## src/rtl/md_sched_pkg.sv

```systemverilog
// Shared types and defaults for the half-shell pair scheduler.
package md_sched_pkg;

    typedef enum logic [1:0] {
        IDLE  = 2'd0,
        RUN   = 2'd1,
        DRAIN = 2'd2
    } sched_state_t;

    localparam int SCHED_SEL_WIDTH          = 4;
    localparam int SCHED_NUM_NEIGHBOR_CELLS = 13;

endpackage

```

## src/rtl/valid_delay_line.sv

```systemverilog
// Fixed-depth shift register carrying {valid, sel, last} alongside position-cache reads.
module valid_delay_line #(
    parameter int DEPTH = 1,
    parameter int SEL_W = 4
) (
    input  logic             clk,
    input  logic             rst,
    input  logic             in_valid,
    input  logic [SEL_W-1:0] in_sel,
    input  logic             in_last,
    output logic             out_valid,
    output logic [SEL_W-1:0] out_sel,
    output logic             out_last,
    output logic             empty
);

    logic [DEPTH-1:0] vld;
    logic [DEPTH-1:0] lst;
    logic [SEL_W-1:0] sel [DEPTH];

    always_ff @(posedge clk or posedge rst) begin
        if (rst) begin
            vld <= '0;
            lst <= '0;
            for (int i = 0; i < DEPTH; i++) sel[i] <= '0;
        end else begin
            vld[0] <= in_valid;
            lst[0] <= in_last;
            sel[0] <= in_sel;
            for (int i = 1; i < DEPTH; i++) begin
                vld[i] <= vld[i-1];
                lst[i] <= lst[i-1];
                sel[i] <= sel[i-1];
            end
        end
    end

    assign out_valid = vld[DEPTH-1];
    assign out_last  = lst[DEPTH-1];
    assign out_sel   = sel[DEPTH-1];
    assign empty     = ~|vld;

endmodule

```

## src/rtl/half_shell_pair_scheduler.sv

```systemverilog
// Issues reference/neighbour read pairs over home + half-shell slots for one iteration.
// Optional feature macro PAIR_COUNT_EN adds a saturating pair_count output.
module half_shell_pair_scheduler
    import md_sched_pkg::*;
#(
    parameter int NUM_NEIGHBOR_CELLS = SCHED_NUM_NEIGHBOR_CELLS,
    parameter int PARTICLE_ID_WIDTH  = 7,
    parameter int RD_LATENCY         = 1,
    parameter int SEL_WIDTH          = SCHED_SEL_WIDTH
) (
    input  logic                         clk,
    input  logic                         rst,
    input  logic                         start,
    input  logic [PARTICLE_ID_WIDTH:0]   num_particles,
    input  logic                         pe_ready,
    output logic                         ref_rd_en,
    output logic [PARTICLE_ID_WIDTH-1:0] ref_rd_addr,
    output logic                         nb_rd_en,
    output logic [PARTICLE_ID_WIDTH-1:0] nb_rd_addr,
    output logic [SEL_WIDTH-1:0]         nb_sel,
    output logic                         pair_valid,
    output logic                         ref_last,
    output logic                         busy,
`ifdef PAIR_COUNT_EN
    output logic [31:0]                  pair_count,
`endif
    output logic                         done
);

    localparam int NW = PARTICLE_ID_WIDTH + 1;
    localparam logic [SEL_WIDTH-1:0]         LAST_SLOT = SEL_WIDTH'(NUM_NEIGHBOR_CELLS);
    localparam logic [SEL_WIDTH-1:0]         SLOT_ONE  = SEL_WIDTH'(1);
    localparam logic [NW-1:0]                CNT_ZERO  = NW'(0);
    localparam logic [NW-1:0]                CNT_ONE   = NW'(1);
    localparam logic [NW-1:0]                CNT_TWO   = NW'(2);
    localparam logic [PARTICLE_ID_WIDTH-1:0] ID_ONE    = PARTICLE_ID_WIDTH'(1);
    localparam logic [PARTICLE_ID_WIDTH-1:0] ID_TWO    = PARTICLE_ID_WIDTH'(2);

    sched_state_t                 state_q, state_d;
    logic [NW-1:0]                np_q, np_d;
    logic [PARTICLE_ID_WIDTH-1:0] r_q, r_d, p_q, p_d;
    logic [SEL_WIDTH-1:0]         n_q, n_d;

    logic issue, p_last, r_last, home_empty_next, last_issue_pair, dl_empty;

    assign issue           = (state_q == RUN) && pe_ready;
    assign p_last          = ({1'b0, p_q} + CNT_ONE) == np_q;
    assign r_last          = ({1'b0, r_q} + CNT_ONE) == np_q;
    // Next reference's home range (r+2..N-1) is empty when r+2 == N.
    assign home_empty_next = ({1'b0, r_q} + CNT_TWO) == np_q;
    assign last_issue_pair = (n_q == LAST_SLOT) && p_last;

    always_ff @(posedge clk or posedge rst) begin
        if (rst) begin
            state_q <= IDLE;
            np_q    <= '0;
            r_q     <= '0;
            n_q     <= '0;
            p_q     <= '0;
        end else begin
            state_q <= state_d;
            np_q    <= np_d;
            r_q     <= r_d;
            n_q     <= n_d;
            p_q     <= p_d;
        end
    end

    always_comb begin
        state_d = state_q;
        np_d    = np_q;
        r_d     = r_q;
        n_d     = n_q;
        p_d     = p_q;
        done    = 1'b0;
        case (state_q)
            IDLE: begin
                if (start) begin
                    np_d = num_particles;
                    r_d  = '0;
                    if (num_particles == CNT_ZERO) begin
                        state_d = DRAIN;
                        n_d     = '0;
                        p_d     = '0;
                    end else if (num_particles == CNT_ONE) begin
                        state_d = RUN;
                        n_d     = SLOT_ONE;
                        p_d     = '0;
                    end else begin
                        state_d = RUN;
                        n_d     = '0;
                        p_d     = ID_ONE;
                    end
                end
            end
            RUN: begin
                if (issue) begin
                    if (!p_last) begin
                        p_d = p_q + ID_ONE;
                    end else if (n_q != LAST_SLOT) begin
                        n_d = n_q + SLOT_ONE;
                        p_d = '0;
                    end else if (r_last) begin
                        state_d = DRAIN;
                        r_d     = '0;
                        n_d     = '0;
                        p_d     = '0;
                    end else begin
                        r_d = r_q + ID_ONE;
                        if (home_empty_next) begin
                            n_d = SLOT_ONE;
                            p_d = '0;
                        end else begin
                            n_d = '0;
                            p_d = r_q + ID_TWO;
                        end
                    end
                end
            end
            DRAIN: begin
                if (dl_empty) begin
                    done    = 1'b1;
                    state_d = IDLE;
                end
            end
            default: state_d = IDLE;
        endcase
    end

    assign ref_rd_en   = issue;
    assign nb_rd_en    = issue;
    assign ref_rd_addr = issue ? r_q : '0;
    assign nb_rd_addr  = issue ? p_q : '0;
    assign busy        = (state_q != IDLE);

    valid_delay_line #(
        .DEPTH (RD_LATENCY),
        .SEL_W (SEL_WIDTH)
    ) u_delay (
        .clk       (clk),
        .rst       (rst),
        .in_valid  (issue),
        .in_sel    (issue ? n_q : '0),
        .in_last   (issue && last_issue_pair),
        .out_valid (pair_valid),
        .out_sel   (nb_sel),
        .out_last  (ref_last),
        .empty     (dl_empty)
    );

`ifdef PAIR_COUNT_EN
    logic [31:0] pair_cnt_q;

    always_ff @(posedge clk or posedge rst) begin
        if (rst) begin
            pair_cnt_q <= '0;
        end else if (state_q == IDLE && start) begin
            pair_cnt_q <= '0;
        end else if (pair_valid && (pair_cnt_q != '1)) begin
            pair_cnt_q <= pair_cnt_q + 32'd1;
        end
    end

    assign pair_count = pair_cnt_q;
`endif

endmodule

```

## config.mk

```make
export PLATFORM = sky130hd
export DESIGN_NAME = half_shell_pair_scheduler
export DESIGN_NICKNAME = d
export VERILOG_FILES = /design/src/rtl/md_sched_pkg.sv /design/src/rtl/valid_delay_line.sv /design/src/rtl/half_shell_pair_scheduler.sv
export SDC_FILE = /design/constraint.sdc
export NUM_CORES = 1
export LEC_CHECK = 0
export ABC_CLOCK_PERIOD_IN_PS = 4150
export BUFFER_PORTS_ARGS = -buffer_cell sky130_fd_sc_hd__buf_2
export CORE_UTILIZATION = 25
export CTS_CLUSTER_DIAMETER = 60
export DETAILED_ROUTE_END_ITERATION = 6
export PLACE_DENSITY = 0.39
export SETUP_SLACK_MARGIN = 0.4
export SLEW_MARGIN = 10
export SYNTH_ARGS = -nofsm -noshare
export SYNTH_HDL_FRONTEND = slang
export SYNTH_SLANG_ARGS = --single-unit
```

## constraint.sdc

```tcl
create_clock -name clk -period 4.15 [get_ports clk]
set_input_delay 0 -clock clk [delete_from_list [all_inputs] [get_ports clk]]
set_output_delay 0 -clock clk [all_outputs]
set_load 0.01 [all_outputs]
```

-- After elaboration in Yosys (flattened, before gate mapping)
Index checks and enable logic that the tools add are counted.
- bits in registers: 34
- input port bits: 12
- output and inout port bits: 24
- word-level logic and storage cells: 78
- $add $sub $neg: 7
- equality and inequality tests: 14
- mux-type cells: 37
- reductions and logical operators: 12
- operators by type and width (cell ; number):
    $mux 7 ; 13
    $pmux 7 s2 ; 2
    $eq 8x8->1 ; 3
    $mux 4 ; 5
    $add 7x1->8 const B ; 2
    $add 7x1->7 const B ; 2
    $mux 2 ; 7
    $ne 2x2->1 const B ; 6
    $add 7x2->8 const B ; 1
    $eq 8x1->1 const B ; 1
    $logic_not 8->1 ; 1
    $mux 1 ; 8
    $pmux 4 s2 ; 1
    $add 7x2->7 const B ; 1
    $pmux 2 s3 ; 1
    $reduce_and 6->1 ; 1
    $reduce_and 5->1 ; 1
    $add 4x1->4 const B ; 1
    $eq 4x4->1 const B ; 1
    $ne 4x4->1 const B ; 1
    $reduce_and 4->1 ; 1
    $reduce_bool 2->1 ; 2
    $logic_and 1x1->1 ; 3
    $reduce_and 3->1 ; 1
    4 further kinds ; 4

-- Depth between registers and ports, before layout
- depth in word-level cells: 8
- depth in mapped cells: 10
- mapped depth without buffers: 8

-- Hierarchy
Synthesis repeated with hierarchy kept, for this count alone.
- cell total of the unflattened synthesis: 273
- area, all modules: 2434.8 um2
- by module, submodules not included (module ; times used ; cells each ; area each (um2) ; seq. area each (um2)):
    half_shell_pair_scheduler ; 1 ; 265 ; 2277.2 ; 700.7
    valid_delay_line ; 1 ; 8 ; 157.7 ; 150.1

-- Worst setup path after synthesis
OpenSTA, ideal clock, no wires.
- path type: flip-flop to flip-flop
- start: register r_q[1]
- end: register p_q[0]
- setup time: 0.086 ns
- data arrival time: 2.244 ns
- required time: 4.064 ns
- path slack: 1.820 ns
- stages on the path, launching flop included: 9
- path buffers: 1
- period minus slack after synthesis: 2.330 ns
- path through: dfrtp_1 ha_1 nand3_1 or2_2 xor2_1 o311a_1 or4_4 buf_6 o221ai_2
- longest elaborated chain between the ends: 8
- elaborated cells between the ends (all ways): 10
- classes of those cells: add/sub (2); eq/ne (2); mux (6)
- RTL lines (item ; line ; source):
    start: declaration ; half_shell_pair_scheduler.sv:41 ; logic [PARTICLE_ID_WIDTH-1:0] r_q, r_d, p_q, p_d;
    start signal: assignment ; half_shell_pair_scheduler.sv:63 ; r_q <= r_d;
    $add 7x2->8 ; half_shell_pair_scheduler.sv:50 ; assign home_empty_next = ({1'b0, r_q} + CNT_TWO) == np_q;
    $eq 8x8->1 ; half_shell_pair_scheduler.sv:50 ;
    $mux 7 ; half_shell_pair_scheduler.sv:110 ; if (home_empty_next) begin
    $mux 7 (*) ; half_shell_pair_scheduler.sv:103 ; end else if (r_last) begin
    $mux 7 (*) ; half_shell_pair_scheduler.sv:100 ; end else if (n_q != LAST_SLOT) begin
    $mux 7 (*) ; half_shell_pair_scheduler.sv:98 ; if (!p_last) begin
    $mux 7 (*) ; half_shell_pair_scheduler.sv:97 ; if (issue) begin
    $pmux 7 s2 (*) ; half_shell_pair_scheduler.sv:76 ; case (state_q)
    end signal: assignment ; half_shell_pair_scheduler.sv:65 ; p_q <= p_d;
    end: declaration ; half_shell_pair_scheduler.sv:41 ;
Every way passes the cells marked *; elsewhere a longest branch is shown, timed or not. The select of a mux whose other input is x is not followed.
A chain may end at the register's enable or synchronous reset.

-- Final worst setup path
- start: register r_q[0]
- end: register p_q[3]
The elaborated chain is that of the path after synthesis.

==> flow_summary.toml <==
[yosys]
ys_seq_area_frac = 0.3395
ys.warnings.count = 0
netlist_top_cells_area = "dfrtp_1 34%, xnor2_1 4.9%, and3_1 4.5%, nor2_1 4.0%, xor2_1 3.5%"
ys_ff_latch = 34
syn_inst = 283
synth.largest_area_cell = "dfrtp_1"
synth_edf_count = 0
synth.top_cell.area_share = 0.3395
syn_nets = 300
avgSynthCellArea_um2 = 8.856
async_flop_share = 1.000
synthFlopType = "dfrtp_1"
ys_types = 59
syn-cell-area_um2 = 2506

[pwr]
power_leakage_nw = 1.361
vdd_ir_drop_max_mv = 0.1475
power_density_nw_per_um2 = 415.0

[die]
die_w_um = 102.1
core_area_um2 = 9729
rows = 36
die_area_um2 = 10430
start_util = 0.2576
die_y_um = 102.1
io_pins = 36

[detailed_routing]
wl_per_cell_um = 17.36
vias_per_cell = 4.938
wl_um = 7796
dr.pass1.iters = 4
drc = 0
vias = 2217
drt_iter0_drc = 110
route.antenna.remaining_nets = 0

[min_path]
worstHoldEndpoint = "np_q[0]"
worstHoldStart = "num_particles[0]"
hold-path-cell-count = 2
hp-class = "in -> reg"

[clock_network]
cts_root_buf = "clkbuf_8"
h-tree-depth = 2
cts_made_buffers = 5
cts_tree = "done"
clock_latency_ns = 0.29
clock_sinks = 34
cts.path.max_buffers = 2
post_cts_resized = 0
path_clk_slew_ns = 0.08

[global_routing]
antenna_found_initial = 0
grt_usage = 0.1617
grt_max_degree = 35
grt_pass1_wl_um = 12610
grt-ovfl-total = 0
grt_pass1_vias = 2267

[timing]
finalSetupViolCount = 0
hold_violations = 0
maxSlewHeadroom = 0.4245
holdWs_ns = 0.01353
fmax_mhz = 362.9
skew_ns = 0.008747
drv_slew = 0
fin_crit_sh = 0.6641
finalSetupTns_ns = 0
rsz0062_at_grt = "no"
period_needed_ns = 2.756
worst_pin_slew_ns = 0.8601

[worst_setup_path]
ff2ff_path_depth = 7
slowest_delay_ns = 0.63
worstPathRequired_ns = 4.36
cp-start-kind = "register"
crit_slowest_cell = "or4_4"
worst_setup_path_end_kind = "register"
cp_max_fo = 12
crit_chain = "ha_1 > nand3_1 > or2_2 > xor2_1 > o311a_1 > or4_4 > o221ai_2"
r2r_end = "p_q[3]"
rr_startpoint = "r_q[0]"
path_class = "reg -> reg"
r2r_slack_ns = 1.39
worstPathArrival_ns = 2.96

[placement]
dp.final_hpwl_um = 5664
gp_congestion = 0.8072
place.port_buffers = 35

[final_layout]
drive_above_1_share = 0.2278
regArea_um2 = 850.8
most-common-layout-cells = "35 x buf_2, 34 x dfrtp_1, 27 x nor2_1"
multi_input_area_um2 = 1479
antennaDiodeCount = 0
final_nets = 332
area_growth_pct = 17.97
final_util = 0.3039
fillers = 1106
final_common_cell = "buf_2"

[flow_run]
cap_violations = 0

[status]
outcome = "finished, final reports clean"
[worst max-delay path: cells and delay by family, from the launching register on]
| family | cells | cell delay (ns) |
|---|---|---|
| fa+ha+maj | 1 | 0.33 |
| simple gates | 3 | 1.20 |
| compound gates | 2 | 0.38 |
| xor+xnor | 1 | 0.18 |
| flops | 1 | 0.57 |
[routing by layer]
| layer | GRT usage | vias to the layer above | part of all wire |
|---|---|---|---|
| met2 | 0.2747 | 30 | 0.51 |
| li1 | - | 1083 | - |
| met4 | 0.04615 | 0 | 0.012 |
| met5 | 0 | - | 0 |
| met1 | 0.2125 | 1098 | 0.46 |
| met3 | 0.02462 | 6 | 0.024 |
[registers in the layout, summed over array words and instances, names as in the netlist]
signal / flops
u_delay.out_sel: 4
p_q: 7
u_delay.out_last: 1
r_q: 7
state_q: 2
u_delay.out_valid: 1
np_q: 8
n_q: 4
[Yosys cell counts (4+ instances only)]
master / count
xnor2_1: 14
xor2_1: 10
mux2i_1: 5
nor2_1: 27
nand4_1: 8
buf_2: 6
a211o_1: 4
dfrtp_1: 34
nor4_1: 7
ha_1: 5
inv_1: 14
mux2_2: 6
a32oi_1: 5
nand3_1: 11
and3_1: 18
nand2_1: 21
o21ai_2: 5
o21ai_0: 6
clkbuf_1: 6
nor3_1: 5
buf_4: 5
[timing repair]
item,in CTS,in global routing
buffers inserted,0,0
endpoints found under the hold margin,41,0
hold buffers,8,0
[per-stage QoR]
stage	instance area (um^2)	instances	setup slack, ns	power (mW)
floorplan	2506	283	1.820	0.7547
global placement	2739	433	1.377	0.8473
detailed placement	2739	433	1.430	0.8459
CTS	2957	449	1.413	1.240
global route	2957	449	1.203	1.311
finish	2957	449	1.394	1.227
[cell families after synthesis]
family                     Yosys count  synth area share
and+or+nand+nor                    121            0.2626
xor gates and xnor gates            24           0.08387
muxes                               12           0.05142
AOI/OAI and AO/OA                   53            0.1672
buffers and inverters               34           0.07039
DFF                                 34            0.3395
adders and majority gates            5           0.02496
[final cells by class]
type,instances,share of cell area
Clock buffer,5,0.02328
Inverter,14,0.01777
Sequential cell,34,0.2878
Timing Repair Buffer,45,0.09141
Tap cell,133,0.05628
Clock inverter,3,0.02328
Multi-Input combinational cell,215,0.5002
[how the worst max path moves through the flow]
stage                from      to  slack (ns)  depth (start not counted)
6_report           r_q[0]  p_q[3]        1.39                          7
5_1_grt        state_q[0]  r_q[5]        1.20                          6
4_1_cts        state_q[0]  r_q[5]        1.41                          6
3_5_place_dp   state_q[0]  r_q[3]        1.43                          6
3_3_place_gp   state_q[0]  r_q[3]        1.38                          6
2_1_floorplan      r_q[1]  p_q[0]        1.82                          8
[where the power goes]
group,total [mW],internal (mW),switching (mW)
Combinational,0.370,0.176,0.194
Sequential,0.472,0.377,0.0949
Clock,0.385,0.241,0.144
Total,1.23,0.795,0.433
(Power assumes the default switching activity.)
